<file path="src/rtl/tlc_pkg.sv">
// ============================================================================
// Module   : tlc_pkg
// Purpose  : Lamp codes, FSM state type and lamp decode for the traffic light.
// Revision : 1.0 - initial release
// ============================================================================
`default_nettype none

package tlc_pkg;

    localparam logic [1:0] GREEN  = 2'b00;
    localparam logic [1:0] YELLOW = 2'b01;
    localparam logic [1:0] RED    = 2'b10;

    typedef enum logic [1:0] {
        MG = 2'd0,
        MY = 2'd1,
        SG = 2'd2,
        SY = 2'd3
    } state_t;

    // Returns {main_road, side_road}; every state keeps at least one road RED.
    function automatic logic [3:0] lamps(input state_t s);
        logic [3:0] code;
        code = {RED, RED};
        case (s)
            MG: code = {GREEN,  RED};
            MY: code = {YELLOW, RED};
            SG: code = {RED,    GREEN};
            SY: code = {RED,    YELLOW};
            default: code = {RED, RED};
        endcase
        return code;
    endfunction

endpackage

`default_nettype wire

</file>
<file path="src/rtl/tlc_timer.sv">
// ============================================================================
// Module   : tlc_timer
// Purpose  : 8-bit dwell counter, cleared on reset or state change, saturating.
// Revision : 1.0 - initial release
// ============================================================================
`default_nettype none

module tlc_timer (
    input  wire logic       clock,
    input  wire logic       reset,
    input  wire logic       clear,
    output logic      [7:0] count
);

    always_ff @(posedge clock) begin
        if (reset || clear) begin
            count <= 8'd0;
        end else if (count != 8'hFF) begin
            count <= count + 8'd1;
        end
    end

endmodule

`default_nettype wire

</file>
<file path="src/rtl/tlc.sv">
// ============================================================================
// Module   : tlc
// Purpose  : Main/side road traffic-light controller with side-road sensor.
// Revision : 1.0 - initial release
// ============================================================================
`default_nettype none

module tlc
    import tlc_pkg::*;
#(
    parameter int MAIN_MIN_GREEN    = 6,
    parameter int YELLOW_CYCLES     = 3,
    parameter int SIDE_GREEN_CYCLES = 5
) (
    input  wire logic       clock,
    input  wire logic       reset,
    input  wire logic       sensor,
    output logic      [1:0] main_road,
    output logic      [1:0] side_road
);

    localparam logic [7:0] c_main_last   = 8'(MAIN_MIN_GREEN - 1);
    localparam logic [7:0] c_yellow_last = 8'(YELLOW_CYCLES - 1);
    localparam logic [7:0] c_side_last   = 8'(SIDE_GREEN_CYCLES - 1);

    state_t     r_state;
    state_t     w_next;
    logic [7:0] w_count;
    logic       w_clear;

    tlc_timer u_timer (
        .clock (clock),
        .reset (reset),
        .clear (w_clear),
        .count (w_count)
    );

    // Only a solid 1 on sensor is a request; it is never remembered.
    always_comb begin
        w_next = r_state;
        case (r_state)
            MG: if ((sensor == 1'b1) && (w_count >= c_main_last)) w_next = MY;
            MY: if (w_count == c_yellow_last) w_next = SG;
            SG: if (w_count == c_side_last)   w_next = SY;
            SY: if (w_count == c_yellow_last) w_next = MG;
            default: w_next = MG;
        endcase
    end

    assign w_clear = (w_next != r_state);

    // Lamps are registered from the next state so they track r_state exactly.
    always_ff @(posedge clock) begin
        if (reset) begin
            r_state   <= MG;
            main_road <= GREEN;
            side_road <= RED;
        end else begin
            r_state                <= w_next;
            {main_road, side_road} <= lamps(w_next);
        end
    end

endmodule

`default_nettype wire

</file>
<file path="config.mk">
export PLATFORM = sky130hd
export DESIGN_NAME = tlc
export DESIGN_NICKNAME = d
export VERILOG_FILES = /design/src/rtl/tlc_pkg.sv /design/src/rtl/tlc_timer.sv /design/src/rtl/tlc.sv
export SDC_FILE = /design/constraint.sdc
export NUM_CORES = 1
export LEC_CHECK = 0
export BUFFER_PORTS_ARGS = -buffer_cell sky130_fd_sc_hd__buf_2
export CAP_MARGIN = 15
export CORE_MARGIN = 2
export CORE_UTILIZATION = 50
export DETAILED_ROUTE_END_ITERATION = 6
export GPL_TIMING_DRIVEN = 1
export PLACE_DENSITY = 0.72
export RECOVER_POWER = 50
export SETUP_SLACK_MARGIN = 0.1
export SYNTH_ARGS = -nofsm -noshare
export SYNTH_HDL_FRONTEND = slang
export SYNTH_SLANG_ARGS = --single-unit
export TNS_END_PERCENT = 30
</file>
<file path="constraint.sdc">
create_clock -name clock -period 1.5 [get_ports clock]
set_input_delay 0.15 -clock clock [delete_from_list [all_inputs] [get_ports clock]]
set_output_delay 0.15 -clock clock [all_outputs]
set_load 0.01 [all_outputs]
</file>
==> impl_metrics.py, run 1 <==
metrics = {
    "worst_setup_path": {
        "critPathLaunchType": "flop",
        "cp.required_ns": 1.67,
        "critPathMaxFanout": 3,
        "reg2reg_slack_ns": -0.04,
        "reg2reg_from": "u_timer.count[7]$_SDFFE_PP0P_",
        "rr_worst_depth": 5,
        "end_kind": "flop",
        "worst_ep_arrival_time_ns": 1.71,
        "r2r-end": "u_timer.count[1]$_SDFFE_PP0P_",
        "crit_type": "reg2reg",
    },
    "power": {
        "cellPowerDensity_nw_per_um2": 723,
        "max-vdd-ir-drop_mv": 0.695,
        "p_leak_nw": 0.428,
    },
    "logic_synthesis": {
        "postSynthAreaPerCell_um2": 9.12,
        "ys_types": 35,
        "yosys.area.top_type": "dfxtp_1",
        "synth_warnings": 0,
        "synth.cell_area_um2": 793,
        "syn_inst": 87,
        "synth_fp_nets": 95,
        "synthTopCellsByArea": "dfxtp_1 (35%), ha_1 (7.9%), a21oi_1 (3.8%)",
        "synth-seq-area-share_pct": 35.3,
        "synth_top_area_share_pct": 35.3,
        "synth-seq-cells": 14,
    },
    "timing": {
        "setup_ws_ns": -0.0386,
        "setup_viol": 2,
        "hold-worst-slack_ns": 0.114,
        "finalClockSkew_ns": 0.00296,
        "max_slew_margin_pct": 75.7,
        "min_period_over_period_pct": 103,
        "period_minus_slack_ns": 1.54,
        "slew_violations": 0,
        "fmax_ghz": 0.650,
        "hold_viol": 0,
        "rsz0062_at_grt": "true",
        "worst_slew_pin_slew_ns": 0.364,
    },
    "cells_and_area": {
        "drive_above_1_share_pct": 46.4,
        "final_nets": 119,
        "instances_no_fill": 126,
        "syn_to_final_growth_pct": 38.8,
        "diodes": 0,
        "fillers": 105,
        "stdcell_area_um2": 1100,
    },
    "run_status": {
        "violations": "negative setup slack",
        "status": "complete, but fails checks",
    },
    "clock_tree": {
        "cts_buffers": 3,
        "clk_pin_slew_worst_paths_ns": 0.09,
        "cts_sinks": 14,
        "htreeDepth": 1,
        "clock_latency_ns": 0.28,
        "root_buffer": "clkbuf_4",
        "cts.path.max_buffers": 2,
        "cts_tree": "yes",
    },
    "detailed_routing": {
        "vias_per_cell": 6.27,
        "first_iter_violations": 29,
        "drt-pass1-iter-count": 5,
        "vias": 790,
        "wl_per_cell_um": 15.9,
        "postRouteAntennaNets": 0,
        "totalWireLength_mm": 2.00,
        "drc": 0,
    },
    "min_path": {
        "min_path_cells": 2,
        "holdPathEnd": "r_state[1]$_SDFF_PP0_",
        "hold_path.class": "in2reg",
        "min-delay-start": "reset",
    },
    "placed_design": {
        "hpwl_mm": 1.38,
        "gp_congestion": 0.816,
        "placement.io_buffers": 6,
        "placed_cell_area_um2": 952,
        "dp.cells": 119,
    },
    "flow_run": {
        "maxCapViolCount": 0,
    },
    "die": {
        "coreArea_um2": 1490,
        "dieArea_um2": 1920,
        "ios": 7,
        "row_count": 14,
        "fp.dieH_um": 43.8,
        "die_width_um": 43.8,
        "start_util_pct": 53.3,
    },
    "grt": {
        "grt_pass1_wl_mm": 3.48,
        "grt-ovfl-total": 0,
        "grt_max_degree": 10,
        "antenna_found_initial": 0,
        "track_usage_pct": 24.9,
        "grt_pass1_vias": 751,
    },
}
how the worst max path moves through the flow:
stage | slack, ns | cells past startpoint | end | start
after floorplan | -0.01 | 5 | u_timer.count[1]$_SDFFE_PP0P_ | u_timer.count[4]$_SDFFE_PP0P_
after global placement | -0.009 | 4 | u_timer.count[0]$_SDFFE_PP0P_ | u_timer.count[7]$_SDFFE_PP0P_
after detailed placement | -0.07 | 6 | u_timer.count[0]$_SDFFE_PP0P_ | u_timer.count[0]$_SDFFE_PP0P_
after CTS | -0.01 | 4 | u_timer.count[0]$_SDFFE_PP0P_ | u_timer.count[7]$_SDFFE_PP0P_
after global routing | -0.09 | 7 | u_timer.count[7]$_SDFFE_PP0P_ | u_timer.count[0]$_SDFFE_PP0P_
final | -0.04 | 5 | u_timer.count[1]$_SDFFE_PP0P_ | u_timer.count[7]$_SDFFE_PP0P_
Yosys cell counts (all sizes together):
| library cell | n |
|---|---|
| o21ai | 3 |
| or2 | 1 |
| o311ai | 2 |
| mux2i | 1 |
| nand2 | 4 |
| a31o | 3 |
| nand4 | 1 |
| xnor2 | 2 |
| or3 | 1 |
| a21o | 1 |
| a22oi | 1 |
| o211ai | 4 |
| nand2b | 1 |
| a21oi | 6 |
| inv | 4 |
| nand3 | 4 |
| nor2 | 6 |
| clkbuf | 2 |
| and4 | 1 |
| a311oi | 1 |
| a41o | 2 |
| dfxtp | 14 |
| nand4bb | 1 |
| buf | 2 |
| a22o | 1 |
| xor2 | 1 |
| nor2b | 1 |
| and3 | 1 |
| ha | 5 |
| a211oi | 2 |
| o31a | 1 |
| nor4 | 2 |
| nor3 | 5 |
layer usage:
layer	global-route usage (%)	wire [µm]	up-vias
met2	42.1	1010	30
met3	5.00	107	14
met1	30.2	814	368
met5	0	0	-
met4	10.9	68	0
li1	-	-	378
sequential cells by signal, summed over array words and instances (netlist names):
register and count:
u_timer.count 8, main_road 2, side_road 2, r_state 2
per-stage QoR:
step | utilization, % | TNS [ns] | setup slack [ns] | total power, W
finish | 73.9 | -0.0747 | -0.0386 | 0.000796
global route | 73.9 | -0.659 | -0.0921 | 0.000833
floorplan | - | -0.0229 | -0.0115 | 0.000462
global placement | 63.9 | -0.00874 | -0.00874 | 0.000490
detailed placement | 63.9 | -0.115 | -0.0654 | 0.000495
CTS | 70.4 | -0.0427 | -0.0145 | 0.000793
power breakdown:
part,leakage (nW),switching [W],internal (W)
Combinational,0.292,0.0000613,0.0000615
Clock,0.0210,0.000122,0.000148
Sequential,0.115,0.0000215,0.000383
Total,0.428,0.000204,0.000592
critical path, stage by stage, from the launching register on:
cell and delay, ns:
dfxtp_1 0.32, or3_4 0.41, or2_4 0.28, o21ai_0 0.22
buf_4 0.17, a211oi_2 0.04
repair_timing:
item,4_1_cts,5_1_grt
gates resized for setup,11,12
pin swaps,9,8
hold buffers,0,0
endpoints found under the hold margin,0,0
buffers inserted,2,1
setup endpoints to repair,14,14
kinds of logic (layout without fill, tap and decap cells):
kind of cell	Yosys count	after routing	share of synthesized area (%)
buffers and inverters	8	31	4.89
flip-flops	14	14	35.3
AO/OA/AOI/OAI	27	27	26.5
AND/OR/NAND/NOR	29	29	20.8
multiplexers	1	1	1.26
adder cells (fa/ha/maj)	5	5	7.89
XOR/XNOR	3	3	3.31
final cells by class:
cell class	count	area [µm²]	area share, %
multi-input combinational	65	576	52.3
tap	16	20.0	1.82
sequential	14	288	26.1
inverter	4	22.5	2.05
clock buffer	4	36.3	3.30
timing repair buffer	23	159	14.4
cells in the final DEF, fill, tap and decap left out, drive strengths merged:
master / n
a211oi: 2
a21o: 1
a21oi: 6
a22o: 1
a22oi: 1
a311oi: 1
a31o: 3
a41o: 2
and3: 1
and4: 1
buf: 21
clkbuf: 6
dfxtp: 14
ha: 5
inv: 4
mux2i: 1
nand2: 4
nand2b: 1
nand3: 4
nand4: 1
nand4bb: 1
nor2: 6
nor2b: 1
nor3: 5
nor4: 2
o211ai: 4
o21ai: 3
o311ai: 2
o31a: 1
or2: 1
or3: 1
xnor2: 2
xor2: 1
Power figures use the tool's default switching activity.
==> run 2, diff against run 1 <==
--- a/config.mk
+++ b/config.mk
@@ -7,13 +7,13 @@
 export LEC_CHECK = 0
 export BUFFER_PORTS_ARGS = -buffer_cell sky130_fd_sc_hd__buf_2
 export CAP_MARGIN = 15
-export CORE_MARGIN = 2
 export CORE_UTILIZATION = 50
 export DETAILED_ROUTE_END_ITERATION = 6
 export GPL_TIMING_DRIVEN = 1
 export PLACE_DENSITY = 0.72
 export RECOVER_POWER = 50
 export SETUP_SLACK_MARGIN = 0.1
+export SKIP_LAST_GASP = 1
 export SYNTH_ARGS = -nofsm -noshare
 export SYNTH_HDL_FRONTEND = slang
 export SYNTH_SLANG_ARGS = --single-unit
==> run 2 against run 1 <==
The flow still finishes with violations (negative setup slack). Sequential share of layout area down 0.21 points. Die area down 8.9%. Clock power up 6%. Wire length up 7.1%. Count of clock-buffer cells in the layout unchanged. Clock skew down 0.0013 ns. Power up 2.1%. Critical endpoint is now side_road[0]$_SDFF_PP0_. Cell count up 1.6%. Core utilization up 0.59 points.
==> impl_metrics.py, run 2 (synthesized netlist as in run 1, its figures left out) <==
metrics = {
    "cells_and_area": {
        "final_nets": 121,
        "final_cell_mix": "buf_4 (17), dfxtp_1 (12), a21oi_1 (6)",
        "multi_input_area_um2": 568,
        "syn_to_final_growth_pct": 39.9,
        "instances_no_fill": 128,
        "drive_above_1_share_pct": 44.6,
        "fillers": 106,
        "seq_area_um2": 288,
        "largest_reg_flops": 8,
        "layout_commonest_cell": "buf_4",
        "diodes": 0,
        "top_register": "u_timer.count",
    },
    "worst_setup_path": {
        "worst_ep_arrival_time_ns": 1.72,
        "reg2reg_slack_ns": -0.06,
        "reg2reg_from": "u_timer.count[0]$_SDFFE_PP0P_",
        "r2r-end": "side_road[0]$_SDFF_PP0_",
        "slowest_stage": "dfxtp_4",
        "rr_worst_depth": 6,
        "crit_type": "reg2reg",
        "end_kind": "flop",
        "critPathMaxFanout": 4,
        "critPathLaunchType": "flop",
        "slowest_delay_ns": 0.38,
        "cp.required_ns": 1.67,
        "crit_path_cell_trace": "inv_4 -> buf_4 -> ha_1 -> a31o_2 -> a22oi_1 -> nor4_2",
    },
    "detailed_routing": {
        "vias_per_cell": 6.16,
        "wl_per_cell_um": 16.7,
        "vias": 789,
        "postRouteAntennaNets": 0,
        "first_iter_violations": 21,
        "drt-pass1-iter-count": 4,
        "totalWireLength_mm": 2.14,
        "drc": 0,
    },
    "clock_tree": {
        "cts_buffers": 3,
        "clock_latency_ns": 0.28,
        "ctsHoldBuffers": 0,
        "cts.path.max_buffers": 2,
        "root_buffer": "clkbuf_4",
        "htreeDepth": 1,
        "clk_pin_slew_worst_paths_ns": 0.09,
        "cts_tree": "yes",
        "cts_sinks": 14,
    },
    "die": {
        "row_count": 14,
        "coreArea_um2": 1490,
        "dieArea_um2": 1750,
        "fp.dieH_um": 41.8,
        "die_width_um": 41.8,
        "ios": 7,
        "start_util_pct": 53.3,
    },
    "grt": {
        "grt_pass1_vias": 753,
        "antenna_found_initial": 0,
        "track_usage_pct": 23.6,
        "grt-ovfl-total": 0,
        "grt_max_degree": 10,
        "grt_pass1_wl_mm": 3.17,
    },
    "timing": {
        "final.setup.tns_ns": -0.425,
        "period_minus_slack_ns": 1.56,
        "setup_ws_ns": -0.0566,
        "min_period_over_period_pct": 104,
        "hold_viol": 0,
        "hold-worst-slack_ns": 0.116,
        "fmax_ghz": 0.642,
        "slew_violations": 0,
        "max_slew_margin_pct": 73.2,
        "setup_viol": 10,
        "worst_slew_pin_slew_ns": 0.402,
        "finalClockSkew_ns": 0.00161,
        "rsz0062_at_grt": "true",
    },
    "min_path": {
        "holdPathEnd": "r_state[1]$_SDFF_PP0_",
        "min-delay-start": "reset",
        "min_path_cells": 2,
        "hold_path.class": "in2reg",
    },
    "placed_design": {
        "pre_cts_ws_ns": -0.0494,
        "hpwl_mm": 1.31,
        "gp_congestion": 0.787,
        "placement.io_buffers": 6,
        "dp.cells": 118,
    },
    "power": {
        "cellPowerDensity_nw_per_um2": 732,
        "max-vdd-ir-drop_mv": 0.510,
        "p_leak_nw": 0.442,
    },
    "flow_run": {
        "maxCapViolCount": 0,
    },
    "run_status": {
        "status": "complete, but fails checks",
        "violations": "negative setup slack",
    },
}
run 2: final cells by class:
cell class	count	share of cell area, %
Tap cell	16	1.80
Timing Repair Buffer	25	16.0
Sequential cell	14	25.9
Clock buffer	4	3.27
Inverter	4	1.80
Multi-Input combinational cell	65	51.2
run 2: worst max-delay path, delay by kind of cell, from the launching register on:
kind,cells,cell delay (ns)
AOI/OAI and AO/OA,2,0.59
adders and majority gates,1,0.19
buffers and inverters,2,0.17
DFF,1,0.38
and+or+nand+nor,1,0.10
run 2: worst max-delay path by stage:
stage	start	end	slack, ns	depth (start not counted)
after floorplan	u_timer.count[4]$_SDFFE_PP0P_	u_timer.count[1]$_SDFFE_PP0P_	-0.01	5
after global placement	u_timer.count[7]$_SDFFE_PP0P_	u_timer.count[0]$_SDFFE_PP0P_	-0.01	4
after detailed placement	u_timer.count[7]$_SDFFE_PP0P_	u_timer.count[0]$_SDFFE_PP0P_	-0.05	4
after CTS	u_timer.count[0]$_SDFFE_PP0P_	u_timer.count[1]$_SDFFE_PP0P_	-0.01	6
after global routing	u_timer.count[0]$_SDFFE_PP0P_	u_timer.count[5]$_SDFFE_PP0P_	-0.11	7
final	u_timer.count[0]$_SDFFE_PP0P_	side_road[0]$_SDFF_PP0_	-0.06	6
run 2: what timing repair did:
item                                   in CTS  in global routing
resized for setup                           6                 14
pin swaps                                   5                  7
endpoints found under the hold margin       0                  0
buffers inserted                            4                  2
setup endpoints to repair                  13                 14
run 2: stage by stage:
stage | total power (W) | utilization (%) | instance area [µm²]
floorplan | 0.000462 | - | 821
global placement | 0.000490 | 63.4 | 945
detailed placement | 0.000491 | 63.4 | 945
CTS | 0.000783 | 69.3 | 1030
global route | 0.000841 | 74.5 | 1110
finish | 0.000813 | 74.5 | 1110
run 2: report_power, final:
group	internal (W)	total, W	switching (W)
Sequential	0.000383	0.000402	0.0000191
Clock	0.000148	0.000284	0.000136
Combinational	0.0000641	0.000127	0.0000629
run 2: per-layer routing:
metal	part of all wire [%]	wire length, µm	global-route usage (%)	vias up
met5	0	0	0	-
met4	2.0	42	11.6	0
met3	4.2	90	4.35	8
met2	52	1120	40.0	33
met1	41	889	28.5	371
li1	-	-	-	377
==> run 3, diff against run 2 <==
==> constraint.sdc (replaced) <==
create_clock -name clock -period 1.4 [get_ports clock]
set_input_delay 0.14 -clock clock [delete_from_list [all_inputs] [get_ports clock]]
set_output_delay 0.14 -clock clock [all_outputs]
set_load 0.01 [all_outputs]
==> run 3 against run 2 <==
The run still ends with negative setup slack left. Sequential power is 6.5% higher. Die area did not move. Clock skew up 0.0015 ns. Cell count increased by 3.1%. Register-to-register slack worse by 0.10 ns. Wire length is 5.3% higher. Sequential share of layout area is 0.35 points lower. Combinational power increased by 6%.
==> impl_metrics.py, run 3 (synthesized netlist as in run 1, its figures left out) <==
metrics = {
    "detailed_routing": {
        "totalWireLength_mm": 2.26,
        "first_iter_violations": 51,
        "wl_per_cell_um": 17.1,
        "vias_per_cell": 6.31,
        "postRouteAntennaNets": 0,
        "drt-pass1-iter-count": 4,
        "vias": 833,
        "drc": 0,
    },
    "clock_tree": {
        "clock_latency_ns": 0.29,
        "htreeDepth": 1,
        "cts_sinks": 14,
        "clk_pin_slew_worst_paths_ns": 0.10,
        "cts_tree": "yes",
        "cts_buffers": 3,
        "root_buffer": "clkbuf_4",
        "cts.path.max_buffers": 2,
    },
    "grt": {
        "grt_pass1_wl_mm": 3.21,
        "grt-ovfl-total": 0,
        "track_usage_pct": 25.4,
        "antenna_found_initial": 0,
        "grt_pass1_vias": 760,
        "grt_max_degree": 10,
    },
    "timing": {
        "min_period_over_period_pct": 111,
        "slew_violations": 0,
        "setup_viol": 14,
        "hold-worst-slack_ns": 0.0672,
        "max_slew_margin_pct": 76.4,
        "period_minus_slack_ns": 1.56,
        "hold_viol": 0,
        "worst_slew_pin_slew_ns": 0.351,
        "fmax_ghz": 0.641,
        "finalClockSkew_ns": 0.00308,
        "rsz0062_at_grt": "true",
        "setup_ws_ns": -0.160,
    },
    "worst_setup_path": {
        "reg2reg_slack_ns": -0.16,
        "worst_ep_arrival_time_ns": 1.75,
        "critPathLaunchType": "flop",
        "cp.required_ns": 1.59,
        "end_kind": "flop",
        "crit_type": "reg2reg",
        "critPathMaxFanout": 6,
    },
    "run_status": {
        "status": "complete, but fails checks",
        "violations": "negative setup slack",
    },
    "die": {
        "ios": 7,
        "coreArea_um2": 1490,
        "start_util_pct": 53.3,
        "die_width_um": 41.8,
        "dieArea_um2": 1750,
        "row_count": 14,
        "fp.dieH_um": 41.8,
    },
    "cells_and_area": {
        "fillers": 109,
        "largest_reg_flops": 8,
        "final_cell_mix": "buf_4 (22), dfxtp_1 (12), a21oi_1 (6)",
        "syn_to_final_growth_pct": 41.8,
        "instances_no_fill": 132,
        "diodes": 0,
        "top_register": "u_timer.count",
        "layout_commonest_cell": "buf_4",
        "final_nets": 125,
        "drive_above_1_share_pct": 46.6,
        "multi_input_area_um2": 557,
        "seq_area_um2": 288,
        "stdcell_area_um2": 1120,
    },
    "flow_run": {
        "maxCapViolCount": 0,
    },
    "min_path": {
        "hold_path.class": "in2reg",
    },
    "placed_design": {
        "gp_congestion": 0.800,
        "placed_cell_area_um2": 1010,
        "hpwl_mm": 1.57,
        "dp.cells": 127,
        "placement.io_buffers": 6,
    },
    "power": {
        "max-vdd-ir-drop_mv": 0.630,
        "p_leak_nw": 0.459,
        "cellPowerDensity_nw_per_um2": 778,
    },
}
[run 3: final timing paths]
| check | from | to | depth (start not counted) |
|---|---|---|---|
| setup / recovery | u_timer.count[0]$_SDFFE_PP0P_ | u_timer.count[5]$_SDFFE_PP0P_ | 7 |
| hold / removal | reset | main_road[1]$_SDFF_PP0_ | 2 |
| hold reg to reg | u_timer.count[7]$_SDFFE_PP0P_ | u_timer.count[6]$_SDFFE_PP0P_ | 3 |
| setup reg to reg | u_timer.count[0]$_SDFFE_PP0P_ | u_timer.count[5]$_SDFFE_PP0P_ | 7 |
[run 3: layer usage]
layer / track usage (%) / vias to the layer above / wire length [µm]
met3: 4.78 / 13 / 125
met4: 18.1 / 0 / 110
met5: 0 / - / 0
li1: - / 389 / -
met1: 26.7 / 394 / 866
met2: 44.7 / 37 / 1160
[run 3: worst max-delay path, cell delays in order (launching register included)]
cell	delay, ns
dfxtp_4	0.37
inv_4	0.08
ha_4	0.12
nand4bb_1	0.13
buf_4	0.18
o31a_1	0.37
o211ai_1	0.14
a21oi_1	0.07
[run 3: power by group]
part / internal (W) / switching [W]
clock network: 0.000159 / 0.000155
logic: 0.0000659 / 0.0000679
registers: 0.000410 / 0.0000181
[run 3: stage by stage]
stage	power [W]	utilization, %	setup WS, ns	setup TNS [ns]
floorplan	0.000495	-	-0.111	-0.340
global placement	0.000538	68.0	-0.0778	-0.501
detailed placement	0.000547	68.0	-0.0968	-0.934
CTS	0.000853	70.4	-0.119	-1.21
global route	0.000897	75.5	-0.214	-2.34
finish	0.000875	75.5	-0.160	-1.43
[run 3: cell type report]
class	instances	share of cell area, %
timing repair buffer	29	18.1
multi-input combinational	65	49.5
inverter	4	1.78
clock buffer	4	3.23
sequential	14	25.6
tap	16	1.78
[run 3: what timing repair did]
item | 4_1_cts | 5_1_grt
setup buffers | 0 | 1
setup endpoints to repair | 14 | 14
resized for setup | 0 | 18
hold buffers | 0 | 0
pin swaps | 2 | 11
